`config.mk`:
```
export PLATFORM = sky130hd
export DESIGN_NAME = axis_frame_tx
export DESIGN_NICKNAME = d
export VERILOG_FILES = /design/src/rtl/axis_pkg.sv /design/src/rtl/axis_skid.sv /design/src/rtl/axis_frame_tx.sv
export SDC_FILE = /design/constraint.sdc
export NUM_CORES = 1
export LEC_CHECK = 0
export ABC_AREA = 1
export BUFFER_PORTS_ARGS = -buffer_cell sky130_fd_sc_hd__buf_2
export CAP_MARGIN = 15
export CORE_ASPECT_RATIO = 1.5
export CORE_MARGIN = 1.5
export CORE_UTILIZATION = 30
export DETAILED_ROUTE_END_ITERATION = 16
export SYNTH_ARGS = -nofsm -noshare
export SYNTH_HDL_FRONTEND = slang
export SYNTH_HIERARCHICAL = 1
export SYNTH_SLANG_ARGS = --single-unit
```
`constraint.sdc`:
```
create_clock -name clk -period 2.06 [get_ports clk]
set_clock_uncertainty 0.2 [all_clocks]
set_input_delay 0.515 -clock clk [delete_from_list [all_inputs] [get_ports clk]]
set_output_delay 0.515 -clock clk [all_outputs]
set_load 0.01 [all_outputs]
```
`src/rtl/axis_pkg.sv`:
```
// Shared stream definitions for the axis_* blocks: frame FSM states, default
// data width and the beat layout (data, user, last).
package axis_pkg;

    localparam int AXIS_DATA_W = 32;

    typedef enum logic {
        IDLE   = 1'b0,
        ACTIVE = 1'b1
    } frame_state_t;

    typedef struct packed {
        logic [AXIS_DATA_W-1:0] data;
        logic                   user;
        logic                   last;
    } axis_beat_t;

endpackage

```
`src/rtl/axis_skid.sv`:
```
// Two-entry skid buffer for a valid/ready stream. The output register and
// s_ready are both registered, so nothing combinational runs from m_ready to s_ready.
module axis_skid #(
    parameter int WIDTH = 8
) (
    input  logic             clk,
    input  logic             reset,
    input  logic             s_valid,
    output logic             s_ready,
    input  logic [WIDTH-1:0] s_data,
    output logic             m_valid,
    input  logic             m_ready,
    output logic [WIDTH-1:0] m_data
);

    logic [WIDTH-1:0] out_q;
    logic [WIDTH-1:0] skid_q;
    logic             out_v;
    logic             skid_v;
    logic             ready_q;
    logic             load_out;
    logic             push;

    // The output register may take new data when it is empty or being drained.
    assign load_out = !out_v || m_ready;
    assign push     = s_valid && ready_q;

    always_ff @(posedge clk or negedge reset) begin
        // NOTE: both data entries are reset as well, because the stream outputs must read 0 during reset.
        if (!reset) begin
            out_q   <= '0;
            skid_q  <= '0;
            out_v   <= 1'b0;
            skid_v  <= 1'b0;
            ready_q <= 1'b0;
        end else begin
            // NOTE: non-blocking assignments keep every register update in this block order-independent.
            if (load_out) begin
                if (skid_v) begin
                    out_q  <= skid_q;
                    out_v  <= 1'b1;
                    skid_v <= 1'b0;
                end else begin
                    out_v <= push;
                    if (push) begin
                        out_q <= s_data;
                    end
                end
            end else if (push) begin
                skid_q <= s_data;
                skid_v <= 1'b1;
            end
            // Ready next cycle exactly when the skid entry will be empty.
            ready_q <= load_out || (!skid_v && !push);
        end
    end

    assign s_ready = ready_q;
    assign m_valid = out_v;
    assign m_data  = out_q;

endmodule

```
`src/rtl/axis_frame_tx.sv`:
```
// Frames a pixel source onto an AXI4-Stream master (tuser = SOF, tlast = EOL).
// Define AXIS_FRAME_TX_LEN_CHECK_EN to build the sticky line-length checker.
module axis_frame_tx
    import axis_pkg::*;
#(
    parameter int DATA_W      = AXIS_DATA_W,
    parameter int LINE_WORDS  = 640,
    parameter int FRAME_LINES = 480
) (
    input  logic              clk,
    input  logic              reset,
    input  logic              in_valid,
    output logic              in_ready,
    input  logic [DATA_W-1:0] in_data,
    input  logic              in_sof,
    input  logic              in_eol,
    output logic              m_tvalid,
    input  logic              m_tready,
    output logic [DATA_W-1:0] m_tdata,
    output logic              m_tuser,
    output logic              m_tlast,
    output logic              frame_done,
    output logic              line_len_err,
    output logic              sof_miss
);

    localparam int WC_W = (LINE_WORDS  > 1) ? $clog2(LINE_WORDS)  : 1;
    localparam int LC_W = (FRAME_LINES > 1) ? $clog2(FRAME_LINES) : 1;
    localparam logic [WC_W-1:0] LAST_WORD = WC_W'(LINE_WORDS - 1);
    localparam logic [LC_W-1:0] LAST_LINE = LC_W'(FRAME_LINES - 1);

    // eof travels with the beat so frame_done fires on the master-side transfer.
    typedef struct packed {
        logic [DATA_W-1:0] data;
        logic              user;
        logic              last;
        logic              eof;
    } tx_beat_t;

    frame_state_t    state;
    logic [WC_W-1:0] word_cnt;
    logic [WC_W-1:0] cur_word;
    logic [LC_W-1:0] line_cnt;
    logic [LC_W-1:0] cur_line;
    logic            accept;
    logic            forward;
    logic            last_line;
    tx_beat_t        push_beat;
    tx_beat_t        out_beat;

    assign accept  = in_valid && in_ready;
    assign forward = accept && ((state == ACTIVE) || in_sof);

    // A sof beat in IDLE starts from cleared counters, so view IDLE as position 0.
    assign cur_word  = (state == ACTIVE) ? word_cnt : '0;
    assign cur_line  = (state == ACTIVE) ? line_cnt : '0;
    assign last_line = (cur_line == LAST_LINE);

    assign push_beat.data = in_data;
    assign push_beat.user = (state == IDLE);
    assign push_beat.last = in_eol;
    assign push_beat.eof  = in_eol && last_line;

    always_ff @(posedge clk or negedge reset) begin
        if (!reset) begin
            state    <= IDLE;
            word_cnt <= '0;
            line_cnt <= '0;
            sof_miss <= 1'b0;
        end else if (accept) begin
            if (!forward) begin
                sof_miss <= 1'b1;
            end else if (in_eol) begin
                word_cnt <= '0;
                line_cnt <= last_line ? '0 : cur_line + 1'b1;
                state    <= last_line ? IDLE : ACTIVE;
            end else begin
                word_cnt <= (cur_word == LAST_WORD) ? '0 : cur_word + 1'b1;
                line_cnt <= cur_line;
                state    <= ACTIVE;
            end
        end
    end

`ifdef AXIS_FRAME_TX_LEN_CHECK_EN
    logic len_err_q;

    // Flags an eol arriving early, or a line running past its last word.
    always_ff @(posedge clk or negedge reset) begin
        if (!reset) begin
            len_err_q <= 1'b0;
        end else if (forward && (in_eol != (cur_word == LAST_WORD))) begin
            len_err_q <= 1'b1;
        end
    end

    assign line_len_err = len_err_q;
`else
    assign line_len_err = 1'b0;
`endif

    axis_skid #(
        .WIDTH ($bits(tx_beat_t))
    ) u_skid (
        .clk     (clk),
        .reset   (reset),
        .s_valid (forward),
        .s_ready (in_ready),
        .s_data  (push_beat),
        .m_valid (m_tvalid),
        .m_ready (m_tready),
        .m_data  (out_beat)
    );

    assign m_tdata    = out_beat.data;
    assign m_tuser    = out_beat.user;
    assign m_tlast    = out_beat.last;
    assign frame_done = m_tvalid && m_tready && out_beat.eof;

endmodule

```
==> reports/results.ini, run 1 <==
[routing]
wl_um = 10300
routed-via-count = 3522
via_per_inst = 4.63
dr.first_iter.drc_count = 196
wire_per_inst_um = 13.5
drc = 0
antenna_left = 0
first_pass_iters = 4

[grt]
antenna_found_initial = 0
grt_pass1_wl_um = 17300
grt_use_total_pct = 14.9
grt_pass1_vias = 3521
grt_max_degree = 38
grt-ovfl-total = 0

[critical_path]
cp-start-kind = flop
worstPathArrival_ns = 1.14
crit_required_ns = 1.34
worstSetupPathType = flop to output pin
worstSetupEndpointType = output pin
cp_num_buf_inv = 1
critical_path.max_fanout = 4
path_cells = and3_1 -> buf_2
max_stage_delay_ns = 0.47
critical_path.slowest_cell = dfrtp_1
critical-path-top-delay-family = flip-flops

[pwr]
p_per_area_nw_per_um2 = 1300
leakagePower_nw = 2.78
vdd_drop_max_mv = 0.512

[yosys]
syn_area_per_cell_um2 = 8.05
syn_nets = 560
synth-seq-cells = 84
synthesis.area_um2 = 4200
synth_warnings = 6
ys_types = 31
syn_inst = 522
ys_seq_area_share_pct = 50.0

[place]
placed_cells = 744
port_buffers = 75
placed_cell_area_um2 = 4660
dp.final_hpwl_um = 7050
gp_congestion = 0.799

[sta]
drv_slew = 0
fin_setup_tns_ns = 0
fin_crit_ns = 1.85
max_freq_mhz = 539
hold_viol_final = 0
finalCritPeriodShare_pct = 90.0
setup_viol_count_final = 0
rsz0062_at_grt = no

[worst_hold_path]
hold_class = input port to flop

[clock_tree]
cts_inserted_buffers = 9
clk_latency_ns = 0.34
root_buffer = clkbuf_16
cts_resized = 0
tritoncts = yes
htreeDepth = 3
clk_path_buf_depth = 2
path_clk_slew_ns = 0.06
clkSinkCount = 84
cts_setup_buffers = 0
holdBufCountCts = 1

[layout]
drive_gt1_share_pct = 23.2
multi_input_area_um2 = 1790
utilization_pct = 36.8
area_growth_syn_to_layout_pct = 19.1
n_fill_cell = 1392
stdcell_count = 761
seqCellArea_um2 = 2100
fin_area_um2 = 5000
antennaDiodeCount = 0
final_net_count = 632

[outcome]
run_status = complete, no violations

[floorplan]
initial_core_util_pct = 30.9
die_x_um = 99.6
rows = 52
die_h_um = 148
core_area_um2 = 13600
ios = 77
dieArea_um2 = 14700

[run]
cap_violations = 0

[stage by stage]
stage / setup WS, ns / hold slack (ns) / total power, mW
floorplan: 0.343 / 0.0194 / 4.10
global placement: 0.200 / 0.253 / 4.68
detailed placement: 0.158 / 0.258 / 4.75
CTS: 0.179 / 0.184 / 6.59
global route: 0.148 / 0.193 / 7.00
finish: 0.206 / 0.193 / 6.51
[placed cells by master (no fill, tap or decap), drive strengths merged]
cell	n
a21oi	1
a31o	1
and3	1
buf	86
bufinv	2
clkbuf	10
clkinv	1
clkinvlp	1
conb	1
dfrtp	84
dlygate4sd3	1
inv	16
nand2	323
nand3	49
nand3b	1
nand4	3
nor2	11
o21ai	6
xor2	1
[state kept, by name (all words and copies together) (netlist names)]
name and count:
sof_miss 1, u_skid/s_ready 1, u_skid/m_data 35, state 1, u_skid/skid_v 1, u_skid/skid_q 35, line_cnt 9, u_skid/m_valid 1
[metal layers]
layer	track usage, %	routed length [µm]
met1	18.5	4500
met2	25.3	5160
met3	2.27	340
met4	6.90	265
met5	0	0
[power breakdown]
part           switching (mW)  leakage [nW]  internal [mW]
Clock                   0.692         0.160           1.11
Sequential              0.391          1.05           2.32
Combinational            1.26          1.57          0.749
Total                    2.34          2.78           4.17
[logic make-up after synthesis]
logic type | synth area share (%)
AND/OR/NAND/NOR | 41.1
flip-flops | 50.0
buffers and inverters | 7.47
AO/OA/AOI/OAI | 1.13
XOR/XNOR | 0.208
other | 0.0893
[path summary, 6_finish.rpt]
| check | start | to | slack (ns) | depth (start not counted) |
|---|---|---|---|---|
| worst max-delay path | u_skid/m_valid$_DFFE_PN0P_ | frame_done | 0.21 | 2 |
| worst min-delay path | in_data[19] | u_skid/skid_q[22]$_DFFE_PN0P_ | 0.19 | 3 |
| worst max register to register | state$_DFFE_PN0P_ | u_skid/m_data[14]$_DFFE_PN0P_ | 0.38 | 7 |
| worst min register to register | u_skid/skid_q[22]$_DFFE_PN0P_ | u_skid/skid_q[22]$_DFFE_PN0P_ | 0.27 | 2 |
| max in group asynchronous | reset | u_skid/skid_q[33]$_DFFE_PN0P_ | 0.70 | 3 |
| min in group asynchronous | reset | u_skid/m_data[18]$_DFFE_PN0P_ | 0.45 | 2 |
[worst register-to-register path, delay by kind of cell, from the launching register on]
family | cells | cell delay [ns]
DFF | 1 | 0.39
and+or+nand+nor | 7 | 1.03
[cells in the mapped netlist (all sizes together)]
cell / count / share of area, %
nand2: 323 / 31
dfrtp: 84 / 50
nand3: 49 / 6.8
buf: 22 / 4.7
inv: 14 / 1.4
nor2: 11 / 2.5
o21ai: 6 / 0.80
clkbuf: 4 / 1.3
nand4: 3 / 0.60
a21oi: 1 / 0.12
a31o: 1 / 0.21
and3: 1 / 0.15
conb: 1 / 0.089
nand3b: 1 / 0.18
xor2: 1 / 0.21
[cell type report]
class	count	share of cell area, %
Multi-Input combinational cell	398	35.7
Clock inverter	6	1.88
Clock buffer	10	4.78
Sequential cell	84	42.0
Timing Repair Buffer	87	10.4
Inverter	14	1.20
Tap cell	162	4.05
No activity file was read; power rests on OpenSTA's default activity.
==> run 2, diff against run 1 <==
==> constraint.sdc (replaced) <==
create_clock -name clk -period 1.69 [get_ports clk]
set_clock_uncertainty 0.2 [all_clocks]
set_input_delay 0.4225 -clock clk [delete_from_list [all_inputs] [get_ports clk]]
set_output_delay 0.4225 -clock clk [all_outputs]
set_load 0.01 [all_outputs]
==> run 2 against run 1 <==
Sequential share of layout area fell by 0.61 points. Combinational power up 26%. First-iteration DRC count shrank 31%. Cell count rose by 1.1%. Wire length down 1.9%. Worst hold slack worse by 0.086 ns. Largest power group unchanged.
==> reports/results.ini, run 2 (same netlist as run 1, synthesis figures left out) <==
[pwr]
leakagePower_nw = 2.82
total_power_mw = 7.96
switching_share_pct = 35.1
pwr-share-seq_pct = 41.3
p_per_area_nw_per_um2 = 1570
p_int_mw = 5.16
switchingPower_mw = 2.79
pwr-share-clk_pct = 26.7
vdd_drop_max_mv = 0.481
combPwrFrac_pct = 32.0

[place]
gp_congestion = 0.772
port_buffers = 75
dp.final_hpwl_um = 6950

[critical_path]
worstSetupPathType = flop to output pin
worstPathArrival_ns = 1.04
worstSetupEndpointType = output pin
reg2regPathDepth = 6
r2r_setup_slack_ns = 0.09
r2r_end = u_skid/m_data[31]$_DFFE_PN0P_
cp-start-kind = flop
critical_path.max_fanout = 3
r2r-start = u_skid/m_valid$_DFFE_PN0P_
crit_required_ns = 1.07

[sta]
finalCritPeriodShare_pct = 98.3
max_freq_mhz = 602
setup_viol_count_final = 0
rsz0062_at_grt = yes
hold_viol_final = 0
fin_crit_ns = 1.66
drv_slew = 0
fin_setup_tns_ns = 0
holdWs_ns = 0.108

[floorplan]
rows = 52
core_area_um2 = 13600
ios = 77
die_h_um = 148
initial_core_util_pct = 30.9
dieArea_um2 = 14700
die_x_um = 99.6

[routing]
wire_per_inst_um = 13.1
drc = 0
routed-via-count = 3492
dr.first_iter.drc_count = 135
first_pass_iters = 4
antenna_left = 0
via_per_inst = 4.54
wl_um = 10100

[worst_hold_path]
hold-path-endpoint = u_skid/skid_q[4]$_DFFE_PN0P_
min_from = in_data[1]
hold_class = input port to flop
min_delay_path_depth = 3

[layout]
layout_common_cells = nand2_1 (307), dfrtp_1 (82), buf_2 (74)
final_net_count = 640
drive_gt1_share_pct = 24.5
antennaDiodeCount = 0
mostFrequentLayoutCell = nand2_1
area_growth_syn_to_layout_pct = 21.0

[grt]
grt_pass1_wl_um = 16900
grt_use_met3_pct = 2.74
grt_max_degree = 38
grt_pass1_vias = 3491
gr-max-usage-layer = met2
grt-ovfl-total = 0
grt_use_met1_pct = 18.0
antenna_found_initial = 0
use_met2_pct = 24.1
grt_use_total_pct = 14.5

[clock_tree]
clk_path_buf_depth = 2
clk_latency_ns = 0.33
root_buffer = clkbuf_16
clkSinkCount = 84
htreeDepth = 3
cts_inserted_buffers = 9
tritoncts = yes
path_clk_slew_ns = 0.06

[outcome]
run_status = complete, no violations

[run]
cap_violations = 0

-- run 2: cell types whose count changed in the layout (fill, tap and decap cells not counted), sizes merged --
cell / delta
inv: -1
clkinv: +1
buf: +8
-- run 2: final cells by class --
cell class	count	area [µm²]
clock buffer	10	239
inverter	14	60.1
sequential	84	2100
tap	162	203
multi-input combinational	398	1790
timing repair buffer	95	606
clock inverter	6	86.3
fill	1417	8510
-- run 2: worst max-delay path, stage by stage, from the launching register on --
cell	delay [ns]
dfrtp_2	0.43
buf_4	0.14
buf_2	0.13
-- run 2: worst max-delay path by stage --
stage                            startpoint                             to  slack, ns  depth (start not counted)
6_report         u_skid/m_valid$_DFFE_PN0P_                       m_tvalid       0.03                          2
5_1_grt          u_skid/m_valid$_DFFE_PN0P_                     frame_done     -0.004                          2
4_1_cts        u_skid/m_data[0]$_DFFE_PN0P_                     frame_done       0.01                          2
3_5_place_dp                       in_valid   u_skid/m_data[9]$_DFFE_PN0P_      -0.03                          8
3_3_place_gp                         in_sof  u_skid/m_data[17]$_DFFE_PN0P_       0.02                          8
2_1_floorplan      u_skid/s_ready$_DFF_PN0_  u_skid/m_data[26]$_DFFE_PN0P_       0.06                          8
-- run 2: power groups by stage --
stage	Sequential, mW	Combinational [mW]	Clock (mW)
after floorplan	3.45	1.55	0
after global placement	3.32	2.45	0
after detailed placement	3.32	2.53	0
after CTS	3.29	2.59	2.20
after global routing	3.38	2.89	2.28
final	3.29	2.54	2.13
-- run 2: what timing repair did --
action / 4_1_cts / 5_1_grt
gates resized for setup: 1 / 0
pin swaps: 1 / 1
hold buffers: 1 / 0
endpoints found under the hold margin: 16 / 0
buffers inserted: 3 / 0
setup endpoints to repair: 1 / 1
-- run 2: per-layer routing --
metal	part of all wire, %	up-vias
met3	4.3	10
li1	-	1770
met1	44	1630
met2	50	82
met5	0	-
met4	1.0	0
-- run 2: per-stage QoR --
step | instance area, µm² | utilization, % | setup slack [ns] | instances
after floorplan | 4200 | - | 0.0641 | 522
after global placement | 4720 | 34.7 | 0.0160 | 749
after detailed placement | 4720 | 34.7 | -0.0302 | 749
after CTS | 5080 | 37.4 | 0.0102 | 769
after global routing | 5080 | 37.4 | -0.00364 | 769
final | 5080 | 37.4 | 0.0281 | 769
==> run 3, diff against run 2 <==
--- a/config.mk
+++ b/config.mk
@@ -11,8 +11,8 @@
 export CORE_ASPECT_RATIO = 1.5
 export CORE_MARGIN = 1.5
 export CORE_UTILIZATION = 30
+export CTS_CLUSTER_SIZE = 10
 export DETAILED_ROUTE_END_ITERATION = 16
 export SYNTH_ARGS = -nofsm -noshare
 export SYNTH_HDL_FRONTEND = slang
-export SYNTH_HIERARCHICAL = 1
 export SYNTH_SLANG_ARGS = --single-unit
==> run 3 against run 2 <==
Flip-flop and latch count stayed put. Clock power is 2% higher. Register-to-register slack worse by 0.09 ns. Synthesized area is 3.7% lower. Critical path type is now flop to flop.
==> reports/results.ini, run 3 <==
[routing]
first_pass_iters = 4
wire_per_inst_um = 13.2
via_per_inst = 4.56
dr.first_iter.drc_count = 125
antenna_left = 0
drc = 0
wl_um = 9530
routed-via-count = 3286

[layout]
final_net_count = 596
area_growth_syn_to_layout_pct = 27.2
mostFrequentLayoutCell = nand2_1
utilization_pct = 39.3
drive_gt1_share_pct = 27.6
fin_area_um2 = 5150
n_fill_cell = 1293
layout_common_cells = nand2_1 (182), dfrtp_1 (82), buf_2 (74)
antennaDiodeCount = 0

[sta]
hold_viol_final = 0
setup_viol_count_final = 0
finalCritPeriodShare_pct = 100
drv_slew = 0
rsz0062_at_grt = yes
fin_crit_ns = 1.69
max_freq_mhz = 592

[grt]
use_met2_pct = 22.8
grt_use_total_pct = 13.5
grt_max_degree = 55
grt_use_met3_pct = 3.52
gr-max-usage-layer = met2
grt_pass1_wl_um = 15600
grt_use_met1_pct = 15.6
antenna_found_initial = 0
grt-ovfl-total = 0
grt_pass1_vias = 3303

[yosys]
syn_nets = 532
synth_area_leaders = dfrtp_1 (52%), nand2_1 (18%), buf_4 (6.3%)
synthFlopType = dfrtp_1
ys_seq_area_share_pct = 51.9
ys_types = 26
synthArstFlopShare_pct = 100
synth_warnings = 0
synth-seq-cells = 84
synthTopCellsByCount = nand2_1 (189), dfrtp_1 (84), inv_1 (50)
yosys.area.top_type = dfrtp_1
syn_inst = 493
syn_area_per_cell_um2 = 8.21
synth.most_common_cell = nand2_1
synth_top_area_share_pct = 51.9
synth_edf_count = 0
synthesis.area_um2 = 4050

[clock_tree]
clkSinkCount = 84
tritoncts = yes
clk_latency_ns = 0.33
cts_inserted_buffers = 9
path_clk_slew_ns = 0.06
htreeDepth = 3
clk_path_buf_depth = 2
root_buffer = clkbuf_16

[critical_path]
max_stage_delay_ns = 0.45
cp_common_cell = nor2_4
r2r_end = state$_DFFE_PN0P_
worstSetupEndpointType = flop
worstSetupPathType = flop to flop
worstPathArrival_ns = 1.70
path_cells = nand2_4 -> inv_4 -> ha_4 -> nand2_4 -> nor2_4 -> nand2_2 -> nor2_4 -> nor2_4 -> o21bai_1
cp-start-kind = flop
critical_path.slowest_cell = dfrtp_2
crit_required_ns = 1.70
critical-path-top-delay-family = simple AND/OR/NAND/NOR gates
cp_num_buf_inv = 1
r2r-start = state$_DFFE_PN0P_
r2r_setup_slack_ns = 0.0005
reg2regPathDepth = 9
critical_path.max_fanout = 7

[pwr]
leakagePower_nw = 2.81
vdd_drop_max_mv = 0.478
p_per_area_nw_per_um2 = 1520

[place]
placed_cell_area_um2 = 4580
dp.final_hpwl_um = 6470
port_buffers = 75
gp_congestion = 0.805

[worst_hold_path]
hold-path-endpoint = u_skid.m_valid$_DFFE_PN0N_
min_from = m_tready
hold_class = input port to flop
min_delay_path_depth = 2

[floorplan]
initial_core_util_pct = 30.9
die_h_um = 145
dieArea_um2 = 14200
rows = 51
core_area_um2 = 13100
die_x_um = 97.8
ios = 77

[outcome]
run_status = complete, no violations

[run]
cap_violations = 0

-- run 3: area by class of cell --
cell class	instances	area, µm²	share of cell area [%]
Clock buffer	11	253	4.91
Clock inverter	5	82.6	1.60
Inverter	52	198	3.84
Multi-Input combinational cell	301	1520	29.4
Sequential cell	84	2100	40.9
Tap cell	159	199	3.87
Timing Repair Buffer	109	795	15.4
-- run 3: layer usage --
metal  part of all wire [%]  vias up  wire (µm)
li1                       -     1655          -
met1                     42     1549       3970
met2                     52       60       4930
met3                    4.1       22        388
met4                    2.6        0        252
met5                      0        -          0
-- run 3: repair_timing --
| item | CTS | global route |
|---|---|---|
| buffers inserted | 1 | 5 |
| hold buffers | 1 | 0 |
| gates cloned | 0 | 2 |
| pin swaps | 1 | 18 |
| resized for setup | 4 | 26 |
| hold endpoints to repair | 84 | 0 |
| setup endpoints to repair | 27 | 41 |
-- run 3: worst register-to-register path: cells and delay by family (launching register included) --
kind                     cells  cell delay (ns)
AO/OA/AOI/OAI                1             0.15
adder cells (fa/ha/maj)      1             0.15
buffers and inverters        1             0.06
flip-flops                   1             0.45
AND/OR/NAND/NOR              6             0.56
-- run 3: logic make-up after synthesis --
kind of cell             synth area share, %
flip-flops                              51.9
AO/OA/AOI/OAI                           12.3
buffers and inverters                   13.6
AND/OR/NAND/NOR                         21.6
other                                 0.0927
XOR/XNOR                               0.216
adder cells (fa/ha/maj)                0.309
-- run 3: worst max path at each step --
stage | startpoint | endpoint | slack (ns) | depth (start not counted)
after floorplan | state$_DFFE_PN0P_ | state$_DFFE_PN0P_ | -0.02 | 10
after global placement | in_valid | u_skid.m_data[0]$_DFFE_PN0P_ | 0.005 | 9
after detailed placement | state$_DFFE_PN0P_ | u_skid.skid_q[0]$_DFFE_PN0P_ | -0.09 | 8
after CTS | state$_DFFE_PN0P_ | u_skid.skid_q[1]$_DFFE_PN0P_ | -0.004 | 7
after global routing | state$_DFFE_PN0P_ | line_cnt[0]$_DFFE_PN0P_ | -0.09 | 10
final | state$_DFFE_PN0P_ | state$_DFFE_PN0P_ | 0.0005 | 9
-- run 3: where the power goes --
part | internal (mW) | switching, mW
combinational | 1.02 | 1.27
sequential | 2.84 | 0.496
clock | 1.38 | 0.797
total | 5.24 | 2.56
-- run 3: metrics by stage --
| stage | setup TNS, ns | power [mW] | cells | hold WS (ns) | setup slack (ns) |
|---|---|---|---|---|---|
| floorplan | -0.0179 | 5.00 | 493 | -0.0731 | -0.0179 |
| global placement | 0 | 5.44 | 696 | 0.206 | 0.00485 |
| detailed placement | -0.893 | 5.52 | 696 | 0.209 | -0.0892 |
| CTS | -0.00444 | 7.77 | 714 | 0.0913 | -0.00444 |
| global route | -1.55 | 8.38 | 721 | 0.125 | -0.0935 |
| finish | 0 | 7.80 | 721 | 0.106 | 0.000531 |
